--- config.mk ---
export PLATFORM = sky130hd
export DESIGN_NAME = axi_lite_master
export DESIGN_NICKNAME = d
export VERILOG_FILES = /design/src/rtl/axi_lite_master.sv
export SDC_FILE = /design/constraint.sdc
export NUM_CORES = 1
export LEC_CHECK = 0
export CAP_MARGIN = 20
export CORE_UTILIZATION = 36
export DETAILED_ROUTE_END_ITERATION = 12
export HOLD_SLACK_MARGIN = 0.06
export PLACE_DENSITY = 0.76
export SLEW_MARGIN = 10
export SYNTH_ARGS = -nofsm -noshare
export SYNTH_HDL_FRONTEND = slang
export SYNTH_SLANG_ARGS = --single-unit
--- constraint.sdc ---
create_clock -name M_AXI_ACLK -period 3.5 [get_ports M_AXI_ACLK]
set_clock_uncertainty 0.15 [all_clocks]
set_input_delay 0.525 -clock M_AXI_ACLK [delete_from_list [all_inputs] [get_ports M_AXI_ACLK]]
set_output_delay 0.525 -clock M_AXI_ACLK [all_outputs]
set_load 0.005 [all_outputs]
--- src/rtl/axi_lite_master.sv ---
// AXI4-Lite initiator: turns a single-outstanding request/response command
// port into AXI-Lite AW/W/B and AR/R transactions, one at a time.
// Optional watchdog: define AXI_MASTER_TIMEOUT_EN to abort stalled
// transactions after TIMEOUT_CYCLES with SLVERR and rsp_timeout=1.
//
// state   | meaning
// --------+---------------------------------------------------------
// IDLE    | waiting for a command, req_ready high
// WRITE   | AW and W in flight, each completes independently
// WRESP   | BREADY high, waiting for the write response
// READ    | ARVALID high until ARREADY
// RDATA   | RREADY high, waiting for read data
// RSP     | rsp_valid high, outputs frozen until rsp_ready
module axi_lite_master #(
    parameter int ADDR_WIDTH     = 14,
    parameter int DATA_WIDTH     = 32,
    parameter int TIMEOUT_CYCLES = 1024
) (
    input  logic                    M_AXI_ACLK,
    input  logic                    M_AXI_ARESET,

    input  logic                    req_valid,
    output logic                    req_ready,
    input  logic                    req_write,
    input  logic [ADDR_WIDTH-1:0]   req_addr,
    input  logic [DATA_WIDTH-1:0]   req_wdata,
    input  logic [DATA_WIDTH/8-1:0] req_wstrb,

    output logic                    rsp_valid,
    input  logic                    rsp_ready,
    output logic [DATA_WIDTH-1:0]   rsp_rdata,
    output logic [1:0]              rsp_resp,
    output logic                    rsp_timeout,

    output logic [ADDR_WIDTH-1:0]   M_AXI_AWADDR,
    output logic [2:0]              M_AXI_AWPROT,
    output logic                    M_AXI_AWVALID,
    input  logic                    M_AXI_AWREADY,

    output logic [DATA_WIDTH-1:0]   M_AXI_WDATA,
    output logic [DATA_WIDTH/8-1:0] M_AXI_WSTRB,
    output logic                    M_AXI_WVALID,
    input  logic                    M_AXI_WREADY,

    input  logic [1:0]              M_AXI_BRESP,
    input  logic                    M_AXI_BVALID,
    output logic                    M_AXI_BREADY,

    output logic [ADDR_WIDTH-1:0]   M_AXI_ARADDR,
    output logic [2:0]              M_AXI_ARPROT,
    output logic                    M_AXI_ARVALID,
    input  logic                    M_AXI_ARREADY,

    input  logic [DATA_WIDTH-1:0]   M_AXI_RDATA,
    input  logic [1:0]              M_AXI_RRESP,
    input  logic                    M_AXI_RVALID,
    output logic                    M_AXI_RREADY
);

    typedef enum logic [2:0] {
        S_IDLE,
        S_WRITE,
        S_WRESP,
        S_READ,
        S_RDATA,
        S_RSP
    } state_t;

    state_t                    state_q, state_d;
    logic [ADDR_WIDTH-1:0]     awaddr_q, awaddr_d;
    logic [ADDR_WIDTH-1:0]     araddr_q, araddr_d;
    logic [DATA_WIDTH-1:0]     wdata_q, wdata_d;
    logic [DATA_WIDTH/8-1:0]   wstrb_q, wstrb_d;
    logic                      awvalid_q, awvalid_d;
    logic                      wvalid_q, wvalid_d;
    logic                      arvalid_q, arvalid_d;
    logic                      bready_q, bready_d;
    logic                      rready_q, rready_d;
    logic                      aw_done_q, aw_done_d;
    logic                      w_done_q, w_done_d;
    logic                      rsp_valid_q, rsp_valid_d;
    logic [DATA_WIDTH-1:0]     rsp_rdata_q, rsp_rdata_d;
    logic [1:0]                rsp_resp_q, rsp_resp_d;
    logic                      req_fire;

`ifdef AXI_MASTER_TIMEOUT_EN
    localparam int              CNT_W    = $clog2(TIMEOUT_CYCLES + 1);
    localparam logic [CNT_W-1:0] TMO_LAST = CNT_W'(TIMEOUT_CYCLES - 1);
    logic [CNT_W-1:0]          tmo_cnt_q, tmo_cnt_d;
    logic                      rsp_timeout_q, rsp_timeout_d;
`else
    logic                      unused_timeout;
    assign unused_timeout = ^TIMEOUT_CYCLES;
`endif

    // Held off while reset is asserted so no command is lost at release.
    assign req_ready = (state_q == S_IDLE) & ~M_AXI_ARESET;
    assign req_fire  = req_valid & req_ready;

    // Next-state and next-output logic; all AXI outputs come from flops.
    always_comb begin
        state_d     = state_q;
        awaddr_d    = awaddr_q;
        araddr_d    = araddr_q;
        wdata_d     = wdata_q;
        wstrb_d     = wstrb_q;
        awvalid_d   = awvalid_q;
        wvalid_d    = wvalid_q;
        arvalid_d   = arvalid_q;
        bready_d    = bready_q;
        rready_d    = rready_q;
        aw_done_d   = aw_done_q;
        w_done_d    = w_done_q;
        rsp_valid_d = rsp_valid_q;
        rsp_rdata_d = rsp_rdata_q;
        rsp_resp_d  = rsp_resp_q;
`ifdef AXI_MASTER_TIMEOUT_EN
        tmo_cnt_d     = tmo_cnt_q;
        rsp_timeout_d = rsp_timeout_q;
`endif

        case (state_q)
            S_IDLE: begin
                if (req_fire) begin
                    if (req_write) begin
                        awaddr_d  = req_addr;
                        wdata_d   = req_wdata;
                        wstrb_d   = req_wstrb;
                        awvalid_d = 1'b1;
                        wvalid_d  = 1'b1;
                        aw_done_d = 1'b0;
                        w_done_d  = 1'b0;
                        state_d   = S_WRITE;
                    end else begin
                        araddr_d  = req_addr;
                        arvalid_d = 1'b1;
                        state_d   = S_READ;
                    end
                end
            end
            S_WRITE: begin
                if (awvalid_q && M_AXI_AWREADY) begin
                    awvalid_d = 1'b0;
                    aw_done_d = 1'b1;
                end
                if (wvalid_q && M_AXI_WREADY) begin
                    wvalid_d = 1'b0;
                    w_done_d = 1'b1;
                end
                if (aw_done_d && w_done_d) begin
                    bready_d = 1'b1;
                    state_d  = S_WRESP;
                end
            end
            S_WRESP: begin
                if (M_AXI_BVALID) begin
                    bready_d    = 1'b0;
                    rsp_resp_d  = M_AXI_BRESP;
                    rsp_rdata_d = '0;
                    rsp_valid_d = 1'b1;
                    state_d     = S_RSP;
                end
            end
            S_READ: begin
                if (M_AXI_ARREADY) begin
                    arvalid_d = 1'b0;
                    rready_d  = 1'b1;
                    state_d   = S_RDATA;
                end
            end
            S_RDATA: begin
                if (M_AXI_RVALID) begin
                    rready_d    = 1'b0;
                    rsp_rdata_d = M_AXI_RDATA;
                    rsp_resp_d  = M_AXI_RRESP;
                    rsp_valid_d = 1'b1;
                    state_d     = S_RSP;
                end
            end
            S_RSP: begin
                if (rsp_ready) begin
                    rsp_valid_d = 1'b0;
                    state_d     = S_IDLE;
                end
            end
            default: state_d = S_IDLE;
        endcase

`ifdef AXI_MASTER_TIMEOUT_EN
        // A beat that completes on the watchdog's last cycle still wins.
        if (state_q == S_IDLE && req_fire) begin
            tmo_cnt_d     = '0;
            rsp_timeout_d = 1'b0;
        end else if (state_q == S_WRITE || state_q == S_WRESP ||
                     state_q == S_READ  || state_q == S_RDATA) begin
            tmo_cnt_d = tmo_cnt_q + 1'b1;
            if (tmo_cnt_q == TMO_LAST && state_d != S_RSP) begin
                awvalid_d     = 1'b0;
                wvalid_d      = 1'b0;
                arvalid_d     = 1'b0;
                bready_d      = 1'b0;
                rready_d      = 1'b0;
                rsp_valid_d   = 1'b1;
                rsp_resp_d    = 2'b10;
                rsp_rdata_d   = '0;
                rsp_timeout_d = 1'b1;
                state_d       = S_RSP;
            end
        end
`endif
    end

    // State and output registers; reset aborts any transaction silently.
    always_ff @(posedge M_AXI_ACLK or posedge M_AXI_ARESET) begin
        if (M_AXI_ARESET) begin
            state_q     <= S_IDLE;
            awaddr_q    <= '0;
            araddr_q    <= '0;
            wdata_q     <= '0;
            wstrb_q     <= '0;
            awvalid_q   <= 1'b0;
            wvalid_q    <= 1'b0;
            arvalid_q   <= 1'b0;
            bready_q    <= 1'b0;
            rready_q    <= 1'b0;
            aw_done_q   <= 1'b0;
            w_done_q    <= 1'b0;
            rsp_valid_q <= 1'b0;
            rsp_rdata_q <= '0;
            rsp_resp_q  <= '0;
        end else begin
            state_q     <= state_d;
            awaddr_q    <= awaddr_d;
            araddr_q    <= araddr_d;
            wdata_q     <= wdata_d;
            wstrb_q     <= wstrb_d;
            awvalid_q   <= awvalid_d;
            wvalid_q    <= wvalid_d;
            arvalid_q   <= arvalid_d;
            bready_q    <= bready_d;
            rready_q    <= rready_d;
            aw_done_q   <= aw_done_d;
            w_done_q    <= w_done_d;
            rsp_valid_q <= rsp_valid_d;
            rsp_rdata_q <= rsp_rdata_d;
            rsp_resp_q  <= rsp_resp_d;
        end
    end

`ifdef AXI_MASTER_TIMEOUT_EN
    // Watchdog counter and abort flag.
    always_ff @(posedge M_AXI_ACLK or posedge M_AXI_ARESET) begin
        if (M_AXI_ARESET) begin
            tmo_cnt_q     <= '0;
            rsp_timeout_q <= 1'b0;
        end else begin
            tmo_cnt_q     <= tmo_cnt_d;
            rsp_timeout_q <= rsp_timeout_d;
        end
    end
    assign rsp_timeout = rsp_timeout_q;
`else
    assign rsp_timeout = 1'b0;
`endif

    assign rsp_valid     = rsp_valid_q;
    assign rsp_rdata     = rsp_rdata_q;
    assign rsp_resp      = rsp_resp_q;

    assign M_AXI_AWADDR  = awaddr_q;
    assign M_AXI_AWPROT  = 3'b000;
    assign M_AXI_AWVALID = awvalid_q;
    assign M_AXI_WDATA   = wdata_q;
    assign M_AXI_WSTRB   = wstrb_q;
    assign M_AXI_WVALID  = wvalid_q;
    assign M_AXI_BREADY  = bready_q;
    assign M_AXI_ARADDR  = araddr_q;
    assign M_AXI_ARPROT  = 3'b000;
    assign M_AXI_ARVALID = arvalid_q;
    assign M_AXI_RREADY  = rready_q;

endmodule
Word-level counts from Yosys, hierarchy flattened
Cells that the tools add are included.
{"block": "totals", "regBits": 109, "input_bits": 96, "out_inout_bits": 112, "elab_cells": 97}
{"block": "op_classes", "n_eq_ne": 15, "n_mux": 42, "n_bitwise": 4, "n_reduce_logical": 21}
{"operator": "$mux 32", "count": 2}
{"operator": "$pmux 32 s2", "count": 1}
{"operator": "$mux 1", "count": 20}
{"operator": "$ne 2x2->1 const B", "count": 10}
{"operator": "$mux 3", "count": 6}
{"operator": "$pmux 3 s6", "count": 1}
{"operator": "$reduce_and 3->1", "count": 6}
{"operator": "$reduce_and 4->1", "count": 4}
{"operator": "$pmux 1 s2", "count": 7}
{"operator": "$reduce_bool 2->1", "count": 5}
{"operator": "$eq 3x2->1 const B", "count": 2}
{"operator": "$eq 3x3->1 const B", "count": 2}
{"operator": "$mux 2", "count": 3}
{"operator": "$reduce_and 6->1", "count": 1}
{"operator": "$pmux 2 s2", "count": 1}
{"operator": "$eq 3x1->1 const B", "count": 1}
{"operator": "$logic_and 1x1->1", "count": 3}
{"operator": "$logic_not 3->1", "count": 1}
{"operator": "$pmux 1 s3", "count": 1}
{"operator": "$reduce_bool 3->1", "count": 1}
{"operator": "$and 1x1->1", "count": 2}
{"operator": "$not 1->1", "count": 2}

Logic depth before layout (Yosys ltp)
{"block": "logic_depth", "depth_word": 6, "ltp_mapped": 7, "depth_no_buf": 4}

Least setup slack after synthesis
OpenSTA, ideal clock, no wires.
{"block": "synth_path", "path_type": "in2reg", "from": "in M_AXI_ARESET", "to": "reg awaddr_q[0] (netlist: M_AXI_AWADDR[0])", "setup_ns": 0.125, "arrival_ns": 4.048, "required_ns": 3.225, "path_slack_ns": -0.823, "stages": 4, "path_buffers": 1, "cell_sequence": "inv_1 nand4_2 buf_2 mux2_2"}
{"block": "synth_via", "elab_chain_len": 4}
{"item": "start: declaration", "line": "20", "rtl": "input logic M_AXI_ARESET,"}
{"item": "$not 1->1", "line": "97", "rtl": "assign req_ready = (state_q == S_IDLE) & ~M_AXI_ARESET;"}
{"item": "$and 1x1->1", "line": "97"}
{"item": "$and 1x1->1", "line": "98", "rtl": "assign req_fire = req_valid & req_ready;"}
{"item": "$reduce_and 3->1 (no line)"}
{"item": "end signal: assignment", "line": "233", "rtl": "awaddr_q <= awaddr_d;"}
{"item": "end: declaration", "line": "70", "rtl": "logic [ADDR_WIDTH-1:0] awaddr_q, awaddr_d;"}
No other way between the ends.
A chain may end at the register's enable or synchronous reset.

Worst setup path in the final report
{"block": "layout_path", "from": "reg state_q[1]", "to": "out req_ready"}
{"block": "layout_via", "elab_chain_len": 2}
{"item": "start: declaration", "line": "69", "rtl": "state_t state_q, state_d;"}
{"item": "start signal: assignment", "line": "232", "rtl": "state_q <= state_d;"}
{"item": "$logic_not 3->1", "line": "97"}
{"item": "$and 1x1->1", "line": "97"}
{"item": "end: declaration", "line": "23", "rtl": "output logic req_ready,"}
No other way between the ends.

==> results.sh <==
export IMPL_status="completed"
export IMPL_pin_count=208
export IMPL_worstPathArrival_ns=1.80
export IMPL_route_detailed_drc=0
export IMPL_nFillCells=927
export IMPL_crit_buf_inv=1
export IMPL_gp_congestion=0.775
export IMPL_p_comb_frac=0.416
export IMPL_synth_top_area_frac=0.642
export IMPL_p_seq_frac=0.407
export IMPL_synthSimpleGateAreaFrac=0.0424
export IMPL_p_leak_nw=2.87
export IMPL_rsz0062_at_grt="no"
export IMPL_grt_pass1_vias=3207
export IMPL_dp_hpwl_um=7420
export IMPL_yosys_top_cells_area="dfrtp_1 64%, mux2_2 15%, a22o_1 6.6%"
export IMPL_grt_use_total=0.172
export IMPL_sw_frac_of_total=0.271
export IMPL_cts_repair_resized=0
export IMPL_maxSlewHeadroom=0.473
export IMPL_setup_viol=0
export IMPL_ys_types=33
export IMPL_p_int_mw=4.04
export IMPL_die_h_um=111
export IMPL_synthFlopType="dfrtp_1"
export IMPL_overflow=0
export IMPL_fin_crit_ns=2.48
export IMPL_io_buffers=200
export IMPL_ant_nets=0
export IMPL_synth_seq_area_share=0.642
export IMPL_power_frac_clock=0.177
export IMPL_netlist_area_sq_um=4250
export IMPL_cts_made_buffers=9
export IMPL_hold_path_class="flop to flop"
export IMPL_ys_ff_latch=109
export IMPL_via_per_inst=4.83
export IMPL_end_kind="primary output"
export IMPL_synth_compound_area_frac=0.101
export IMPL_final_setup_tns_ns=0
export IMPL_synth_xor_area_frac=0
export IMPL_slowest_stage="dfrtp_1"
export IMPL_power_density_nw_per_um2=829
export IMPL_die_area_sq_um=12200
export IMPL_tritoncts="done"
export IMPL_dpl_cell_count=624
export IMPL_worst_pin_slew_ns=0.790
export IMPL_clockRootBuffer="clkbuf_16"
export IMPL_path_cells="nor4_1 -> clkdlybuf4s50_1"
export IMPL_drv_slew=0
export IMPL_ys_warn_count=0
export IMPL_drt_iter0_drc=73
export IMPL_clock_latency_ns=0.33
export IMPL_synthMuxAreaShare=0.177
export IMPL_critPathKind="flop to primary output"
export IMPL_drive_gt1_frac=0.169
export IMPL_clkSinkCount=109
export IMPL_synth_top_family_by_area="multiplexers"
export IMPL_maxCapViolations=0
export IMPL_crit_path_max_incr_delay_ns=0.56
export IMPL_avgSynthCellArea_sq_um=14.4
export IMPL_synthAdderAreaFrac=0
export IMPL_synth_edf_count=0
export IMPL_crit_fanout=15
export IMPL_clk_path_buf_depth=2
export IMPL_vdd_drop_max_mv=0.388
export IMPL_netlist_instances=294
export IMPL_fin_cells=641
export IMPL_drt_wl_total_um=10100
export IMPL_first_pass_iters=4
export IMPL_period_share=0.707
export IMPL_final_nets=589
export IMPL_n_antenna_cell=0
export IMPL_antenna_found_initial=0
export IMPL_wl_per_cell_um=15.8
export IMPL_crit_path_start_kind="flop"
export IMPL_critPathTopFamily="flip-flops"
export IMPL_initial_core_util=0.370
export IMPL_ys_async_sr_fraction=1.00
export IMPL_post_cts_buffers=0
export IMPL_ctsHoldBuffers=0
export IMPL_htreeDepth=3
export IMPL_core_sq_um=11500
export IMPL_grt_max_degree=60
export IMPL_grt_pass1_wl_um=16900
export IMPL_hold_viol_final=0
export IMPL_synth_top_area_cell="dfrtp_1"
export IMPL_clk_pin_slew_ns=0.07
export IMPL_max_freq_mhz=404
export IMPL_die_x_um=111
export IMPL_rows=39
export IMPL_crit_required_ns=2.82
export IMPL_area_growth_pct=57.5
export IMPL_p_sw_mw=1.51
export IMPL_vias=3095
sequential cells by signal (all words and copies together) (netlist names):
name,cells
rsp_rdata,32
rsp_resp,2
M_AXI_WSTRB,4
w_done_q,1
M_AXI_ARADDR,14
M_AXI_AWADDR,14
aw_done_q,1
M_AXI_BREADY,1
M_AXI_ARVALID,1
M_AXI_WDATA,32
M_AXI_AWVALID,1
rsp_valid,1
state_q,3
M_AXI_RREADY,1
M_AXI_WVALID,1
metal layers:
layer / up-vias / routed length (um) / GRT usage
li1: 1436 / - / -
met1: 1516 / 4180 / 0.215
met2: 128 / 4990 / 0.282
met3: 15 / 730 / 0.0510
met4: 0 / 202 / 0.0658
met5: - / 0 / 0
worst reg2reg max path, cell delays in order, from the launching register on:
cell     delay (ns)
dfrtp_1        0.56
nor3_2         0.35
nor3b_4        0.73
mux2_2         0.42
worst paths after layout:
check	from	end	slack, ns	cells after the start
max	state_q[1]	req_ready	1.02	2
min	rsp_resp[1]	rsp_resp[1]	0.33	2
max reg2reg	state_q[1]	M_AXI_ARADDR[8]	1.18	3
min reg2reg	rsp_resp[1]	rsp_resp[1]	0.33	2
max in group asynchronous	M_AXI_ARESET	M_AXI_WDATA[18]	1.99	3
min in group asynchronous	M_AXI_ARESET	M_AXI_WDATA[9]	0.66	3
synthesized netlist by cell type, drive strengths merged (3+ instances only):
cell    number
dfrtp      109
mux2        64
a22o        32
buf         20
nand2       10
a21oi        8
nor2         8
inv          6
o21ai        4
a21boi       3
a31oi        3
clkbuf       3
mux2i        3
nor3         3
power groups by stage:
| stage | clock (mW) | sequential, mW | combinational [mW] |
|---|---|---|---|
| 2_1_floorplan | 0 | 2.26 | 0.818 |
| 3_3_place_gp | 0 | 2.26 | 2.27 |
| 3_5_place_dp | 0 | 2.28 | 2.33 |
| 4_1_cts | 1.00 | 2.27 | 2.33 |
| 5_1_grt | 1.05 | 2.35 | 2.48 |
| 6_report | 0.980 | 2.26 | 2.31 |
layout by cell type (no fill, tap or decap), drive strengths merged:
cell,n
nor3b,1
o22ai,2
a311o,1
nor2b,1
o21ai,4
inv,5
clkinv,3
or2,2
a21oi,8
dfrtp,109
clkinvlp,1
a221oi,1
nand2b,2
nor2,8
a22o,32
nor4,1
nand2,10
or3,1
mux2,64
conb,7
nor3,3
nand3b,2
a21o,1
a21boi,3
mux2i,3
clkbuf,13
buf,5
clkdlybuf4s50,200
a31oi,3
o32a,1
nand4,1
logic make-up after synthesis:
logic type,after synthesis
buffers and inverters,29
muxes,67
AOI/OAI and AO/OA,56
DFF,109
other,1
and+or+nand+nor,32
metrics by stage:
stage               setup WS [ns]  power (mW)  hold WS [ns]  utilization  cell area (sq um)
global route                0.921        5.88         0.346        0.583               6690
finish                       1.02        5.55         0.332        0.583               6690
floorplan                  0.0246        3.08         0.323            -               4270
detailed placement          0.865        4.61         0.324        0.556               6370
global placement            0.934        4.53         0.322        0.556               6370
CTS                         0.996        5.60         0.334        0.581               6660
final cells by class:
class | count | area [sq um] | share of cell area
Sequential cell | 109 | 2730 | 0.408
Clock buffer | 13 | 270 | 0.0404
Inverter | 6 | 26.3 | 0.00393
Clock inverter | 3 | 18.8 | 0.00281
Timing Repair Buffer | 205 | 2070 | 0.310
Tap cell | 143 | 179 | 0.0267
Multi-Input combinational cell | 162 | 1400 | 0.209
(Power assumes the default switching activity.)
